--- src/rtl/note_scroller.sv ---
// note_scroller: pool of NUM_NOTES note sprites for the VGA renderer.
// Inserts load a note at SPAWN_X; every vs falling edge starts a sweep that
// moves each active note left by SCROLL_STEP (retiring notes that would pass
// x=0), one slot per cycle. For the current DrawX/DrawY it reports, one cycle
// later, whether the pixel lies inside an active note and its gray level.
// Optional build macro: NOTE_HIT_HIGHLIGHT_EN (notes in the hit zone at HIT_X
// draw at full white).
module note_scroller #(
  parameter int unsigned NUM_NOTES   = 8,
  parameter int unsigned SPAWN_X     = 620,
  parameter int unsigned SCROLL_STEP = 2,
  parameter int unsigned NOTE_W      = 12,
  parameter int unsigned NOTE_H      = 8,
  parameter int unsigned Y_BASE      = 300,
  parameter int unsigned PITCH_STEP  = 5,
  parameter int unsigned HIT_X       = 80
) (
  input  logic                         Clk,
  input  logic                         Reset,
  input  logic                         note_valid,
  input  logic [3:0]                   note_pitch,
  output logic                         note_ready,
  input  logic                         vs,
  input  logic [9:0]                   DrawX,
  input  logic [9:0]                   DrawY,
  output logic                         note_pixel,
  output logic [3:0]                   note_color,
  output logic [$clog2(NUM_NOTES):0]   note_count
);

  localparam int unsigned IdxW = $clog2(NUM_NOTES);
  localparam int unsigned CntW = IdxW + 1;

  localparam logic [9:0]  SpawnX     = 10'(SPAWN_X);
  localparam logic [9:0]  ScrollStep = 10'(SCROLL_STEP);
  localparam logic [10:0] NoteW11    = 11'(NOTE_W);
  localparam logic [9:0]  HalfH      = 10'(NOTE_H / 2);
  localparam logic [9:0]  YBase      = 10'(Y_BASE);
  localparam logic [9:0]  PitchStep  = 10'(PITCH_STEP);
  localparam logic [9:0]  HitX       = 10'(HIT_X);
  localparam logic [IdxW-1:0] LastIdx = IdxW'(NUM_NOTES - 1);

  typedef enum logic [0:0] {StIdle, StScroll} state_e;

  state_e                 state_q, state_d;
  logic [IdxW-1:0]        idx_q, idx_d;
  logic                   vs_q;
  logic [NUM_NOTES-1:0]   act_q, act_d;
  logic [3:0]             pitch_q [NUM_NOTES];
  logic [3:0]             pitch_d [NUM_NOTES];
  logic [9:0]             x_q [NUM_NOTES];
  logic [9:0]             x_d [NUM_NOTES];
  logic [CntW-1:0]        count_q, count_d;
  logic                   pixel_q;
  logic [3:0]             color_q;

  logic                   vs_fall;
  logic                   free_any;
  logic [IdxW-1:0]        free_idx;
  logic                   insert;

  assign vs_fall = vs_q & ~vs;

  // Lowest-index inactive slot receives the next insert.
  always_comb begin
    free_any = 1'b0;
    free_idx = '0;
    for (int i = NUM_NOTES - 1; i >= 0; i--) begin
      if (!act_q[i]) begin
        free_any = 1'b1;
        free_idx = IdxW'(i);
      end
    end
  end

  // A frame edge takes priority over an insert; the requester keeps valid high.
  assign note_ready = (state_q == StIdle) & ~vs_fall & free_any;
  assign insert     = note_valid & note_ready;

  // Next state: insert while idle, or sweep one slot per cycle while scrolling.
  always_comb begin
    state_d = state_q;
    idx_d   = idx_q;
    act_d   = act_q;
    pitch_d = pitch_q;
    x_d     = x_q;
    count_d = count_q;
    unique case (state_q)
      StIdle: begin
        if (vs_fall) begin
          state_d = StScroll;
          idx_d   = '0;
        end else if (insert) begin
          act_d[free_idx]   = 1'b1;
          pitch_d[free_idx] = note_pitch;
          x_d[free_idx]     = SpawnX;
          count_d           = count_q + CntW'(1);
        end
      end
      StScroll: begin
        if (act_q[idx_q]) begin
          if (x_q[idx_q] < ScrollStep) begin
            act_d[idx_q] = 1'b0;
            count_d      = count_q - CntW'(1);
          end else begin
            x_d[idx_q] = x_q[idx_q] - ScrollStep;
          end
        end
        idx_d = idx_q + 1'b1;
        if (idx_q == LastIdx) begin
          state_d = StIdle;
        end
      end
      default: state_d = StIdle;
    endcase
  end

  // Control, slot and frame-edge history registers.
  always_ff @(posedge Clk or negedge Reset) begin
    if (!Reset) begin
      state_q <= StIdle;
      idx_q   <= '0;
      vs_q    <= 1'b1;
      act_q   <= '0;
      count_q <= '0;
      for (int i = 0; i < NUM_NOTES; i++) begin
        pitch_q[i] <= '0;
        x_q[i]     <= '0;
      end
    end else begin
      state_q <= state_d;
      idx_q   <= idx_d;
      vs_q    <= vs;
      act_q   <= act_d;
      count_q <= count_d;
      pitch_q <= pitch_d;
      x_q     <= x_d;
    end
  end

  // Per-slot box test; right and bottom edges use 11 bits so they never wrap.
  logic [NUM_NOTES-1:0] slot_hit;
  logic [9:0]           slot_yc [NUM_NOTES];

  for (genvar g = 0; g < NUM_NOTES; g++) begin : g_hit
    assign slot_yc[g]  = YBase - 10'(pitch_q[g]) * PitchStep;
    assign slot_hit[g] = act_q[g]
        && (DrawX >= x_q[g])
        && ({1'b0, DrawX} < ({1'b0, x_q[g]} + NoteW11))
        && (DrawY >= (slot_yc[g] - HalfH))
        && ({1'b0, DrawY} < ({1'b0, slot_yc[g]} + {1'b0, HalfH}));
  end

  // x of the lowest-index hit slot decides the colour when notes overlap.
  logic [9:0] hit_x;
  always_comb begin
    hit_x = '0;
    for (int i = NUM_NOTES - 1; i >= 0; i--) begin
      if (slot_hit[i]) begin
        hit_x = x_q[i];
      end
    end
  end

  logic [3:0] hit_color;

`ifdef NOTE_HIT_HIGHLIGHT_EN
  logic in_zone;
  assign in_zone   = (hit_x >= HitX) && ({1'b0, hit_x} < ({1'b0, HitX} + NoteW11));
  assign hit_color = in_zone ? 4'hF : 4'h8;
`else
  logic unused_hit_x;
  assign hit_color    = 4'h8;
  assign unused_hit_x = ^{hit_x, HitX};
`endif

  // Registered pixel output: one cycle behind DrawX/DrawY.
  always_ff @(posedge Clk or negedge Reset) begin
    if (!Reset) begin
      pixel_q <= 1'b0;
      color_q <= 4'h0;
    end else begin
      pixel_q <= |slot_hit;
      color_q <= (|slot_hit) ? hit_color : 4'h0;
    end
  end

  assign note_pixel = pixel_q;
  assign note_color = color_q;
  assign note_count = count_q;

endmodule

--- config.mk ---
export PLATFORM = sky130hd
export DESIGN_NAME = note_scroller
export DESIGN_NICKNAME = d
export VERILOG_FILES = /design/src/rtl/note_scroller.sv
export SDC_FILE = /design/constraint.sdc
export NUM_CORES = 1
export LEC_CHECK = 0
export CORE_UTILIZATION = 40
export DETAILED_ROUTE_END_ITERATION = 6
export DONT_BUFFER_PORTS = 1
export SETUP_SLACK_MARGIN = 0.5
export SYNTH_ARGS = -nofsm -noshare
export SYNTH_HDL_FRONTEND = slang
export SYNTH_SLANG_ARGS = --single-unit
export TNS_END_PERCENT = 5
--- constraint.sdc ---
create_clock -name Clk -period 3.5 [get_ports Clk]
set_clock_uncertainty 0.2 [all_clocks]
set_input_delay 0.175 -clock Clk [delete_from_list [all_inputs] [get_ports Clk]]
set_output_delay 0.175 -clock Clk [all_outputs]
set_load 0.005 [all_outputs]
==> results summary, run 1 <==
The run finished, with violations left. The final reports fail on hold timing, setup timing. The initial detailed-routing violation count is roughly 900. The per-cell via count in the routed design came out at just under 6. The met2 global-route usage came out at a little over two fifths. The peak-usage layer in the global routing report is met2. The clock-pin slew reported for the worst setup and hold paths after clock tree synthesis came out at 0.07 ns. The latest clock arrival within the worst-skew pair is around 0.43 ns.

After synthesis the netlist holds a flip-flop and latch count of 130. The netlist uses 82 different library cells. Summing over every cut layer, the via total after detailed routing is roughly 15,000. The die is about 210 um tall. The clock tree root driver cell is clkbuf_16.

The initial standard-cell utilization of the core came out at about two fifths. In the synthesized netlist the dominant register cell turns out to be dfrtp_1. Ranked by total cell area, the synthesized netlist is headed by ha_1 (28%), dfrtp_1 (20%), inv_1 (4.5%), xnor2_1 (4.4%), o21ai_0 (4.1%). The post-detailed-route wirelength per cell came out at about 20 um.

The hold violation total from the final report was 130. Entering global routing, the biggest net connects around 130 pins. The number of H-tree levels is 4. The required time of the worst setup path is 3.59 ns. In this run the worst hold path is classified as in2async. The count of max-cap constraint violations came out at 0. The proportion of layout cells with a drive suffix above 1 is between 20% and 30%. The width of the die is 205.1 um. The first-pass GRT wire length came out at approximately 83,000 um. The initial antenna violation count is 2. In this run the worst path has a maximum fanout of 3. TritonCTS created 17 clock buffers. The detailed-placement wirelength estimate is 40,090 um.

The number of flops mapped to enable cells by yosys is 0. The cell accounting for the most synthesized area is ha_1. The worst-case setup margin in the final layout came out at -0.3691 ns. The routed design could run at a clock period as short as around 3.9 ns. In the synthesized netlist the async set-or-reset flop fraction comes to 100.0%. Routability-driven placement finished with a final weighted congestion of between 0.9 and 1. For this design, the CTS-stage hold fixing added 5 buffers. Summed over all layers, the global routing overflow is 0. Data on the critical path arrives at its endpoint at between 3 and 4 ns. The antenna violation net count after detailed routing came out at 0.

The area growth from synthesis to layout is 22.94%. The critical path goes through ha_1 -> inv_2 -> ha_4 -> xor2_1 -> inv_1 -> nand3_2 -> nor2_1 -> maj3_2 -> or2_4 -> ha_4 -> a211o_1 -> o22a_1 -> nand4_1 -> and4b_2 -> a2111oi_4 -> nand4_1. The final count of pins violating max slew is 0. The slowest stage of the critical path belongs to the cell a2111oi_4. The number of buffers on the longest clock path is 2. The worst pin sits at a relative slew slack of roughly two fifths. Wires add up to 53,460 um. TritonCTS built the clock tree.

The boundary pin count came out at 38. The via count of the first global-routing pass is around 15,000. The post-synthesis average cell area is approximately 8.6 sq um. The critical path is of the reg2reg type. The met3 track demand over resource in global routing came out at 4.200%. The floorplan row count is 74. The global-route usage over all layers is around a quarter. Hold timing on the final database bottoms out at a slack of -0.7636 ns. The commonest cells after synthesis are ha_1 (367), inv_1 (200), o21ai_0 (135). On the worst path, the slowest cell contributes a delay of ~0.41 ns. The setup total negative slack is -0.3691 ns. The area share of the largest cell type after synthesis is roughly 28%. The share of the clock period used by the worst path came out at 110.5%. The area of the mapped netlist came out at 0.01650 sq mm. In the global route stage, met1 resource usage came out at about 32%. Setup violations remaining at the end of the flow were counted as 1. The layout has between 3,000 and 4,000 filler cells. The area of the die is ~0.042 sq mm. The register area share after synthesis came out at between 10% and 20%.

Based on the critical path, the design can be clocked at up to ~0.26 GHz. Input and output buffers added on the ports amount to 0. The number of sinks handled by clock tree synthesis is 130. Together, buffers and inverters on the worst path number 2. Before antenna repair, the detailed router went through 5 iterations. Setup repair after global routing could not meet its margin everywhere. At the pin with the least slew margin, the transition time is about 0.90 ns.

The kind of cell adding the most delay to the critical path is adder cells. The most used standard cell by instance count after synthesis is ha_1. The count of synthesis-stage warnings from yosys came out at 0. The count of mapped cells out of synthesis is about 1,900. At the end of the flow, the number of nets in the layout was about 2,500. The kind of start point of the critical path is a flip-flop. The worst setup path is captured at a flip-flop. For this run, design rule violations remaining after detail routing come to 0.

The region available for standard cell placement spans 0.04074 sq mm.
-- cell type report --
type / count / area, sq um / area share [%]
clock buffers: 20 / 456.7 / 2.251
inverters: 201 / 754.5 / 3.719
flip-flops and latches: 130 / 3258 / 16.06
repair buffers: 215 / 1739 / 8.573
diodes: 1 / 2.502 / 0.01234
well taps: 532 / 665.6 / 3.281
multi-input cells: 1563 / 13260 / 65.39
clock inverters: 12 / 145.1 / 0.7155
-- layer usage --
metal	up-vias	part of all wire, %
met2	442	46
met1	7439	43
met4	0	4.3
met5	-	0
li1	7426	-
met3	114	6.3
-- kinds of logic after synthesis --
logic type	Yosys count	synth area share (%)
buffers and inverters	247	6.134
AO/OA/AOI/OAI	526	21.02
AND/OR/NAND/NOR	473	14.18
multiplexers	53	4.315
adder cells (fa/ha/maj)	369	28.01
XOR/XNOR	123	6.574
other	2	0.04551
flip-flops	130	19.72
-- worst reg2reg max path, cell delays in order, from the launching register on --
cell	delay, ns
dfrtp_1	0.38
ha_1	0.29
inv_2	0.04
ha_4	0.28
xor2_1	0.20
inv_1	0.10
nand3_2	0.10
nor2_1	0.07
maj3_2	0.30
or2_4	0.24
ha_4	0.27
a211o_1	0.15
o22a_1	0.17
nand4_1	0.09
and4b_2	0.27
a2111oi_4	0.41
nand4_1	0.15
-- stage by stage --
stage / utilization (%) / hold slack [ns] / std cells / setup WS [ns] / area (sq um)
detailed placement: 45.40 / -0.3176 / 2608 / -0.5802 / 18500
global route: 49.79 / -0.7796 / 2673 / -0.5691 / 20280
floorplan: - / -0.3206 / 1940 / -0.04394 / 16670
CTS: 48.00 / -0.7817 / 2668 / -0.3240 / 19560
finish: 49.79 / -0.7636 / 2674 / -0.3691 / 20290
global placement: 45.40 / -0.3177 / 2608 / -0.4305 / 18500
-- flip-flops by register name, summed over array words and instances, names as in the netlist --
signal      flops
vs_q            1
x_q            80
note_color      1
act_q           8
idx_q           3
state_q         1
note_count      4
pitch_q        32
-- final timing paths --
path	cells after the start	start	slack [ns]	endpoint
worst min-delay path	0	Reset	-0.76	pitch_q[6]
min in group Clk	5	DrawY[9]	0.05	note_color[3]
max in group asynchronous	0	Reset	3.44	vs_q
worst max register to register	16	pitch_q[5]	-0.37	note_color[3]
worst max-delay path	16	pitch_q[5]	-0.37	note_color[3]
worst min register to register	1	note_count[3]	0.30	note_count[3]
-- cell usage in the layout (no fill, tap or decap), types with 22 or more instances in the layout --
master / n
nor2b_1: 28
a211oi_1: 25
ha_1: 357
nand2b_1: 43
a21oi_1: 81
a21o_1: 23
o21a_1: 40
xor2_1: 33
dfrtp_1: 126
a31oi_1: 25
xnor2_1: 74
nand3_1: 57
buf_4: 197
mux2_2: 22
nor3_1: 31
o21ai_0: 111
nor2_1: 85
inv_1: 198
nand2_1: 108
-- what timing repair did --
| action | 4_1_cts | 5_1_grt |
|---|---|---|
| setup endpoints to repair | 76 | 75 |
| resized for setup | 51 | 161 |
| pin swaps | 26 | 106 |
| setup buffers | 23 | 5 |
| endpoints found under the hold margin | 163 | 130 |
Power of run 1 is left out: the tool's default activity adds up to more than one toggle a clock period on the data nets, which glitch-free logic cannot reach.
==> inputs of run 2 (changes only) <==
Settings changed: CAP_MARGIN set to 5, CTS_BUF_LIST set to sky130_fd_sc_hd__clkbuf_4.
==> run 2 against run 1 <==
The run still ends with hold timing, setup timing left. Via count up 1.6%. Final cell count up 0.86%. Core utilization decreased by 0.19 points. Critical path depth grew 1. First-iteration DRC count rose by 11%. Wire length rose by 2.4%. Sequential cell count stayed put. Worst hold slack worse by 0.17 ns. Count of clock-buffer cells in the layout shrank 2. Setup slack got worse by 0.038 ns. Largest cell class unchanged. Maximum frequency shrank 0.97%.
==> results summary, run 2 (synthesis results as in run 1) <==
The run finished, with violations left. The checks that failed: hold timing, setup timing. Across all hold checks on the routed design, the worst slack comes to -0.9375 ns. In this run the vertical extent of the chip is 205.1 um. The pre-antenna-repair detailed-routing pass consisted of 7 iterations. The time the final worst path needs with I/O delays and setup came out at a little under 4 ns. The final weighted congestion of routability-driven global placement came out at about 0.98. The required time of the worst setup path came out at roughly 3.8 ns. Derived from the worst setup path, the maximum achievable clock frequency is between 0.2 and 0.3 GHz. The total wire length after detailed routing came out at between 50,000 and 60,000 um. At the pin with the least slew margin, the transition time is around 0.96 ns. The maximum fanout encountered on the critical timing path came out at 4. The count of max-cap constraint violations came out at 0.

The tree is rooted in a clkbuf_4. After the last flow step, the layout net total stands at about 2,500. Clock-pin slew was measured on the worst setup and hold paths at ~0.15 ns. The CTS tree is yes. The total overflow left after global routing is 0. The largest registers in the layout are x_q: 80 flops, pitch_q: 32 flops, act_q: 8 flops. STA classifies the critical path endpoint as a flip-flop. The detailed-route via count is around 16,000. The detailed-placement wirelength estimate came out at 40,090 um.

The largest net degree at the start of global routing came out at roughly 130. Measured along the x axis, the die boundary spans 205.1 um. The final non-filler cell area is between 0.02 and 0.025 sq mm. The area of the die came out at between 0.04 and 0.05 sq mm. In this run the worst setup path begins at pitch_q[9]. In this run, post-CTS hold repair placed 15 buffers. The initial antenna violation count came out at 2. In the layout the commonest cells are ha_1 (360), buf_4 (199), inv_1 (197), dfrtp_1 (126), o21ai_0 (115).

The library cell used most frequently in the layout, excluding fill and tap cells, is ha_1. Clock latency on the worst-skew pair, taken at its later pin, is about 0.6 ns. The core area is 0.04074 sq mm. Fill cells in the final layout number about 3,800. The number of sinks handled by clock tree synthesis came out at 130. The setup path with the least slack is of type reg2reg. The final count of pins violating max slew was 0. The register with the most flip-flops is x_q. The global-route usage over all layers is 26.33%. The total placed instance area came out at between 0.015 and 0.02 sq mm. The initial standard-cell utilization of the core came out at 40.50%.

The post-route netlist has 20.89% of its cells at a drive strength greater than 1. In the final routed layout, each cell accounts on average for between 20 and 25 um. The kind of start point of the critical path is a flip-flop. The path class of the tightest hold or removal check is in2async. The floorplan row count came out at between 70 and 80. The share of the clock period used by the worst path came out at 111.6%. Setup violations remaining at the end of the flow were counted as 1. Buffers placed on the I/O ports in this run total 0. The worst slew margin relative to its limit came out at ~35%. The number of flip-flops in the largest register is 80. The initial detailed-routing violation count came out at around 1,000. In this run the remaining antenna-violating nets after routing total 0. The worst-case setup margin in the final layout came out at -0.4068 ns. The first-pass GRT wire length came out at 85,440 um.

The startpoint identified for the worst register-to-register timing path is pitch_q[9]. The via count of the first global-routing pass is roughly 15,000. The total DRC errors in the routed layout came out at 0. No sink is reached through more buffers than the 2 on the longest clock path. After detailed routing, the number of vias per cell comes to just under 6. The number of buffers inserted during clock tree synthesis is 17. The setup total negative slack is -0.4068 ns. The area growth from synthesis to layout is 22.48%. Setup repair after global routing could not meet its margin everywhere. Data arrives at the worst endpoint at between 4 and 5 ns. The number of H-tree levels came out at 4. The hold violation total from the final report came out at 130.

The boundary pin count is 38.
==> run 2: final timing paths <==
check                                end  slack [ns]  depth (start not counted)
setup / recovery           note_color[3]       -0.41                         17
hold / removal                pitch_q[7]       -0.94                          0
setup reg to reg           note_color[3]       -0.41                         17
hold reg to reg            note_count[3]        0.31                          1
max in group asynchronous       idx_q[1]        3.69                          0
min in group Clk           note_color[3]           0                          6
==> run 2: what timing repair did <==
action	CTS	global route
buffers inserted	26	11
resized for setup	91	114
hold endpoints to repair	170	130
setup endpoints to repair	76	87
gates cloned	2	2
pin swaps	30	105
==> run 2: cell type report <==
| class | count | area, sq um | area share (%) |
|---|---|---|---|
| Sequential cell | 130 | 3258 | 16.12 |
| Multi-Input combinational cell | 1563 | 13220 | 65.43 |
| Clock inverter | 14 | 152.6 | 0.7553 |
| Timing Repair Buffer | 238 | 2018 | 9.986 |
| Antenna cell | 1 | 2.502 | 0.01238 |
| Inverter | 201 | 754.5 | 3.733 |
| Clock buffer | 18 | 135.1 | 0.6686 |
| Tap cell | 532 | 665.6 | 3.294 |
==> run 2: worst max-delay path: stages (launching register included) <==
cell       delay [ns]
dfrtp_1          0.41
ha_1             0.30
inv_2            0.07
ha_4             0.20
nor2b_1          0.12
o21ai_1          0.11
nand2b_1         0.11
xor2_2           0.28
o21a_1           0.16
nor2_1           0.04
ha_1             0.31
a211oi_2         0.20
o21ai_1          0.14
a221oi_2         0.27
a211oi_1         0.07
and4b_2          0.24
a2111oi_4        0.42
nand4_1          0.15
==> run 2: metal layers <==
| metal | track usage (%) | vias up | routed length (um) |
|---|---|---|---|
| li1 | - | 7464 | - |
| met1 | 33.86 | 7579 | 23850 |
| met2 | 44.28 | 514 | 25610 |
| met3 | 3.548 | 118 | 3277 |
| met4 | 10.48 | 0 | 2013 |
| met5 | 0 | - | 0 |
==> run 2: stage by stage <==
stage	setup WS (ns)	util [%]	instances
2_1_floorplan	-0.04394	-	1940
3_3_place_gp	-0.4305	45.40	2608
3_5_place_dp	-0.5802	45.40	2608
4_1_cts	-0.3004	48.00	2683
5_1_grt	-0.6273	49.61	2697
6_report	-0.4068	49.61	2697
Power of run 2 is left out for the same reason.
